===== config.mk =====
export PLATFORM = sky130hd
export DESIGN_NAME = motor_controller
export DESIGN_NICKNAME = d
export VERILOG_FILES = /design/src/rtl/motor_controller.sv
export SDC_FILE = /design/constraint.sdc
export NUM_CORES = 1
export LEC_CHECK = 0
export CAP_MARGIN = 20
export CORE_MARGIN = 2
export CORE_UTILIZATION = 35
export CTS_CLUSTER_SIZE = 40
export DETAILED_ROUTE_END_ITERATION = 12
export GPL_ROUTABILITY_DRIVEN = 0
export SETUP_SLACK_MARGIN = 0.15
export SYNTH_ARGS = -nofsm -noshare
export SYNTH_HDL_FRONTEND = slang
export SYNTH_SLANG_ARGS = --single-unit

===== constraint.sdc =====
create_clock -name clk -period 1.9 [get_ports clk]
set_input_delay 0.38 -clock clk [delete_from_list [all_inputs] [get_ports clk]]
set_output_delay 0.38 -clock clk [all_outputs]
set_load 0.05 [all_outputs]

===== src/rtl/motor_controller.sv =====
// motor_controller: TB6612-style H-bridge pin driver for one timed steering motor and two drive motors
//
// Ports
//   clk, rst_n                    system clock (100 MHz), asynchronous active-low reset
//   steer_stby/dir/duty/time      steering enable, direction, PWM duty, pulse length in TICK_DIV units
//   steer_trigger                 one-cycle strobe starting (or restarting) a steering pulse
//   drive_stby                    drive driver enable
//   drive_dir_a/b, drive_duty_a/b drive motor directions and PWM duties
//   S_*                           steering driver pins (registered)
//   D_*                           drive driver pins (registered)
module motor_controller #(
    parameter int PWM_BITS  = 8,
    parameter int TICK_DIV  = 128,
    parameter int TIME_BITS = 21
) (
    input  logic                 clk,
    input  logic                 rst_n,
    input  logic                 steer_stby,
    input  logic [1:0]           steer_dir,
    input  logic [PWM_BITS-1:0]  steer_duty,
    input  logic [TIME_BITS-1:0] steer_time,
    input  logic                 steer_trigger,
    input  logic                 drive_stby,
    input  logic [1:0]           drive_dir_a,
    input  logic [PWM_BITS-1:0]  drive_duty_a,
    input  logic [PWM_BITS-1:0]  drive_duty_b,
    input  logic [1:0]           drive_dir_b,
    output logic                 S_STBY,
    output logic                 S_PWMA,
    output logic                 S_AIN1,
    output logic                 S_AIN2,
    output logic                 D_STBY,
    output logic                 D_PWMA,
    output logic                 D_AIN1,
    output logic                 D_AIN2,
    output logic                 D_PWMB,
    output logic                 D_BIN1,
    output logic                 D_BIN2
);
    // Prescaler needs at least one bit even when TICK_DIV is 1.
    localparam int PW = TICK_DIV > 1 ? $clog2(TICK_DIV) : 1;
    typedef enum logic {IDLE, ACTIVE} state_t;
    state_t               state, state_nx;
    logic [PWM_BITS-1:0]  cnt, duty_l;
    logic [1:0]           dir_l;
    logic [TIME_BITS-1:0] remain;
    logic [PW-1:0]        presc;
    logic                 load, wrap, s_on;
    always_comb begin
        load     = steer_trigger && steer_time != '0;
        wrap     = presc == PW'(TICK_DIV - 1);
        s_on     = state == ACTIVE && steer_stby;
        // A valid trigger wins over the terminal tick so a retrigger always extends the pulse.
        state_nx = load ? ACTIVE
                 : (state == ACTIVE && wrap && remain == TIME_BITS'(1)) ? IDLE
                 : state;
    end
    always_ff @(posedge clk or negedge rst_n) begin
        if (!rst_n) state <= IDLE;
        else        state <= state_nx;
    end
    always_ff @(posedge clk or negedge rst_n) begin
        if (!rst_n) begin
            cnt    <= '0;
            duty_l <= '0;
            dir_l  <= '0;
            remain <= '0;
            presc  <= '0;
        end else begin
            cnt <= cnt + 1'b1;
            if (load) begin
                remain <= steer_time;
                presc  <= '0;
                dir_l  <= steer_dir;
                duty_l <= steer_duty;
            end else if (state == ACTIVE) begin
                presc <= wrap ? '0 : presc + 1'b1;
                if (wrap) remain <= remain - 1'b1;
            end
        end
    end
    always_ff @(posedge clk or negedge rst_n) begin
        if (!rst_n) begin
            {S_STBY, S_PWMA, S_AIN1, S_AIN2}                         <= '0;
            {D_STBY, D_PWMA, D_AIN1, D_AIN2, D_PWMB, D_BIN1, D_BIN2} <= '0;
        end else begin
            S_STBY <= steer_stby;
            S_PWMA <= s_on && cnt < duty_l;
            S_AIN1 <= s_on && dir_l[1];
            S_AIN2 <= s_on && dir_l[0];
            D_STBY <= drive_stby;
            D_PWMA <= drive_stby && cnt < drive_duty_a;
            D_AIN1 <= drive_stby && drive_dir_a[1];
            D_AIN2 <= drive_stby && drive_dir_a[0];
            D_PWMB <= drive_stby && cnt < drive_duty_b;
            D_BIN1 <= drive_stby && drive_dir_b[1];
            D_BIN2 <= drive_stby && drive_dir_b[0];
        end
    end
endmodule


Yosys cells after proc, flatten, opt, wreduce, memory -nomap -nowiden
Cells that the tools add are included.

word-level totals
  bits in registers = 58
  bits of input ports = 56
  output and inout port bits = 11
  word-level logic and storage cells = 51

cells by class
  $add $sub $neg = 3
  $lt $le $gt $ge = 3
  equal/unequal tests = 2
  multiplexer cells = 8
  reduce and logical (&&, ||, !) cells = 18

operators with widths
  kind                                                count
  two-way mux 21 bit                                  3
  less-than comparator 8 bit                          3
  == test 21 x 1 -> 1 bit, second input constant      1
  two-way mux 7 bit                                   3
  nonzero test 21 bit                                 1
  subtractor 21 x 1 -> 21 bit, second input constant  1
  logical AND 1 bit                                   13
  adder 8 x 1 -> 8 bit, second input constant         1
  adder 7 x 1 -> 7 bit, second input constant         1
  == test 7 bit, second input constant                1
  nonzero test 2 bit                                  3
  two-way mux 1 bit                                   2
  AND reduction 2 bit                                 1

Logic depth before layout (Yosys ltp)
  word-level depth = 5
  gate-level depth with buffers = 7
  gate-level depth less buffers = 7

Worst setup path before layout
Ideal clock, no wire load.

  path type = reg-to-reg
  start point = register remain[5]
  end point = register remain[13]
  arrival time = 1.653 ns
  setup slack = 0.126 ns
  stages on the path, launching flop included = 6
  buffers on the path = 0
  clock period less this slack = 1.774 ns
  cell sequence = dfrtp_1 > or4_4 > nor4_4 > nand2_1 > and2_0 > o22a_1

between the ends
  longest elaborated chain between the ends = 4

ends and longest elaborated chain
  item                         line  RTL
  from (decl)                  46    logic [TIME_BITS-1:0] remain;
  from (signal assigned)       72    remain <= steer_time;
  from (signal assigned)       78    if (wrap) remain <= remain - 1'b1;
  subtractor 21 x 1 -> 21 bit  78
  two-way mux 21 bit           78
  two-way mux 21 bit           76    end else if (state == ACTIVE) begin
  two-way mux 21 bit           71    if (load) begin

Every way passes these cells. The select of a mux whose other input is x is not followed.
A chain may end at the register's enable or synchronous reset.

Worst setup path after layout
  start point = register remain[3]
  end point = register remain[18]

The elaborated chain is that of the path after synthesis.

==> impl_metrics.csv <==
group,metric,value,unit
placement,dp_hpwl,5.33,mm
die,start_util,36.2,%
synthesis,synth_seq_cells,58,
global_routing,antenna_found_initial,0,
routing,drt-initial-drc-count,115,
synthesis,synth_top_area_share,45.8,%
critical_path,rrSetupSlack,0.05,ns
synthesis,ys.warnings.count,0,
synthesis,ys_async_sr_fraction,100,%
power,irDropWorstVdd,0.000326,V
clock_network,h-tree-depth,3,
clock_network,clock_latency,0.33,ns
sta,worst_pin_slew,0.491,ns
power,p_comb_share,17.7,%
synthesis,synth_nets,409,
synthesis,synthesis.instances,328,
routing,num_vias,2706,
critical_path,r2r_cells,6,
critical_path,critical_path.endpoint,"remain[18]$_DFFE_PN0P_",
sta,hold_violations,0,
critical_path,start_kind,"register",
critical_path,cp_max_fo,3,
synthesis,synth_area_leader_cell,"dfrtp_1",
sta,finalMaxSlewViolations,0,
finish,insertedDiodeCount,0,
synthesis,synth_area_leaders,"dfrtp_1 (46%), ha_1 (9.9%), nand2_1 (6.3%)",
power,power.leakage,2.31,nW
critical_path,cp_cell_sequence,"or3_4, nor4_4, buf_4, nand4b_1, xor2_1, o21ai_1",
power,totalPowerFinal,3.14,mW
power,power.share.clock,38.8,%
sta,fin_skew,0.00969,ns
critical_path,crit_path_start,"remain[3]$_DFFE_PN0P_",
global_routing,overflow,0,
critical_path,path_delay_family,"simple AND/OR/NAND/NOR gates",
sta,fmax,540,MHz
critical_path,slowest_delay,0.41,ns
global_routing,grt_max_degree,32,
die,dieArea,9840,µm²
critical_path,crit_slowest_cell,"or3_4",
clock_network,cts_num_sinks,58,
power,p_int,2.33,mW
sta,fin_setup_tns,0,ns
sta,fin_ws,0.0473,ns
finish,fin_cells,559,
clock_network,cts_buffers,9,
power,p_seq_share,43.4,%
routing,postRouteAntennaNets,0,
synthesis,synth_edf_count,0,
die,die_x,99.2,µm
critical_path,rr_endpoint,"remain[18]$_DFFE_PN0P_",
finish,areaGrowthSynthToFinish,49.3,%
critical_path,path_buf_inv,1,
global_routing,grt_pass1_wl,12.2,mm
sta,setup_viol,0,
die,die_h,99.2,µm
placement,dp.cells,535,
outcome,status,"finished, final reports clean",
die,row_count,34,
finish,drive_gt1_share,20.6,%
critical_path,worstPathRequired,2.16,ns
run,cap_violations,0,
placement,port_buffers,66,
die,io_pins,67,
synthesis,seq_area_frac_synth,45.8,%
synthesis,synthTopCellsByCount,"dfrtp_1 (58), nand2_1 (53), ha_1 (25)",
global_routing,grt_usage,15.5,%
placement,detailedPlace.worstSlack,-0.253,ns
sta,fin_crit,1.85,ns
clock_network,clk_pin_slew_worst_paths,0.07,ns
power,p_switching,809,µW
synthesis,synthesis.area,3170,µm²
critical_path,crit_arrival,2.12,ns
clock_network,cts_tree,"done",
clock_network,cts.path.max_buffers,2,
min_path,hp-class,"input pin to register",
critical_path,path_depth,6,
sta,post-route-period-util,97.5,%
critical_path,critPathCaptureType,"register",
routing,post_drt_via_cell_ratio,4.84,
clock_network,cts_root_buf,"clkbuf_8",
critical_path,worstReg2RegStart,"remain[3]$_DFFE_PN0P_",
die,core,8760,µm²
routing,wl,7.54,mm
routing,remaining_drc_errors,0,
power,power.density,664,nW/µm²
synthesis,synth_cell_type_count,43,
routing,wl_per_cell,13.5,µm
critical_path,worstSetupPathType,"register to register",
synthesis,synthFlopType,"dfrtp_1",
synthesis,syn_avg_cell_area,9.67,µm²
synthesis,synth.most_common_cell,"dfrtp_1",
sta,slew_headroom,67.4,%
routing,first_pass_iters,4,
finish,final_nets,528,
sta,rsz0062_at_grt,"yes",
power,switching_share,25.8,%
global_routing,grt_pass1_vias,2603,
## routing by layer
metal	routed length, µm	track usage, %
met4	59	4.74
met2	3640	25.5
met3	296	3.16
met1	3540	20.8
met5	0	0
## how the worst min path moves through the flow
stage | depth (start not counted) | to | from
2_1_floorplan | 0 | D_AIN1$_DFF_PN0_ | rst_n
3_3_place_gp | 1 | presc[4]$_DFFE_PN0P_ | rst_n
3_5_place_dp | 1 | presc[4]$_DFFE_PN0P_ | rst_n
4_1_cts | 2 | dir_l[1]$_DFFE_PN0P_ | dir_l[1]$_DFFE_PN0P_
5_1_grt | 3 | remain[4]$_DFFE_PN0P_ | steer_time[4]
6_report | 3 | remain[4]$_DFFE_PN0P_ | steer_time[4]
## what timing repair did
| action | CTS | global route |
|---|---|---|
| endpoints found under the hold margin | 7 | 0 |
| hold buffers | 1 | 0 |
| endpoints found under the setup margin | 34 | 37 |
| resized for setup | 18 | 28 |
| pin swaps | 5 | 10 |
| setup buffers | 3 | 1 |
| cloned | 0 | 4 |
## power groups by stage
stage	registers (mW)	clock network, mW	logic, mW
after floorplan	1.43	0	0.190
after global placement	1.39	0	0.511
after detailed placement	1.39	0	0.521
after CTS	1.36	1.25	0.526
after global routing	1.37	1.31	0.617
final	1.37	1.22	0.556
## sequential cells by signal (all words and copies together), names as in the netlist
signal  count
D_PWMB      1
S_AIN1      1
cnt         8
state       1
D_BIN1      1
S_AIN2      1
duty_l      8
remain     21
dir_l       2
D_AIN1      1
D_PWMA      1
S_STBY      1
D_BIN2      1
D_STBY      1
D_AIN2      1
S_PWMA      1
presc       7
## per-stage QoR
| step | hold slack (ns) | instance area, µm² | util, % |
|---|---|---|---|
| after CTS | 0.486 | 4520 | 51.6 |
| final | 0.315 | 4730 | 54.0 |
| after detailed placement | 0.357 | 4270 | 48.7 |
| after global placement | 0.359 | 4270 | 48.7 |
| after floorplan | 0.0844 | 3170 | - |
| after global routing | 0.334 | 4730 | 54.0 |
## tightest hold or removal path, delay by kind of cell
| family | cells | cell delay (ns) |
|---|---|---|
| AO/OA/AOI/OAI | 1 | 0.05 |
| AND/OR/NAND/NOR | 1 | 0.06 |
| buffers and inverters | 1 | 0.12 |
## cell type report
type | count | area, µm²
multi-input cells | 238 | 1690
clock buffers | 9 | 124
flip-flops and latches | 58 | 1450
repair buffers | 116 | 1160
well taps | 108 | 135
clock inverters | 6 | 82.6
inverters | 24 | 90.1
fillers | 812 | 4030
## cells by family (layout without fill, tap and decap cells)
kind of cell | after synthesis | count (layout) | share of synthesized area [%]
DFF | 58 | 58 | 45.8
and+or+nand+nor | 127 | 127 | 21.6
muxes | 2 | 2 | 0.671
xor gates and xnor gates | 28 | 28 | 7.73
adders and majority gates | 25 | 25 | 9.87
AOI/OAI and AO/OA | 56 | 56 | 10.5
buffers and inverters | 32 | 155 | 3.87
## cells in the final DEF, fill, tap and decap left out, types with 5 or more instances in the layout
cell and count:
nor2_1 14, dlymetal6s2s_1 11, buf_4 41, clkbuf_8 9
clkdlybuf4s50_1 43, nand2_1 51, nand3_1 11, o21ai_0 17
xor2_1 14, a31oi_1 6, dlygate4sd2_1 11, dfrtp_1 56
ha_1 24, o21ai_1 15, and3_1 5, a21o_1 6
nand3b_1 5, nor4_2 5, inv_1 24, xnor2_1 14
Note: power is estimated with default switching activity, not from simulation.
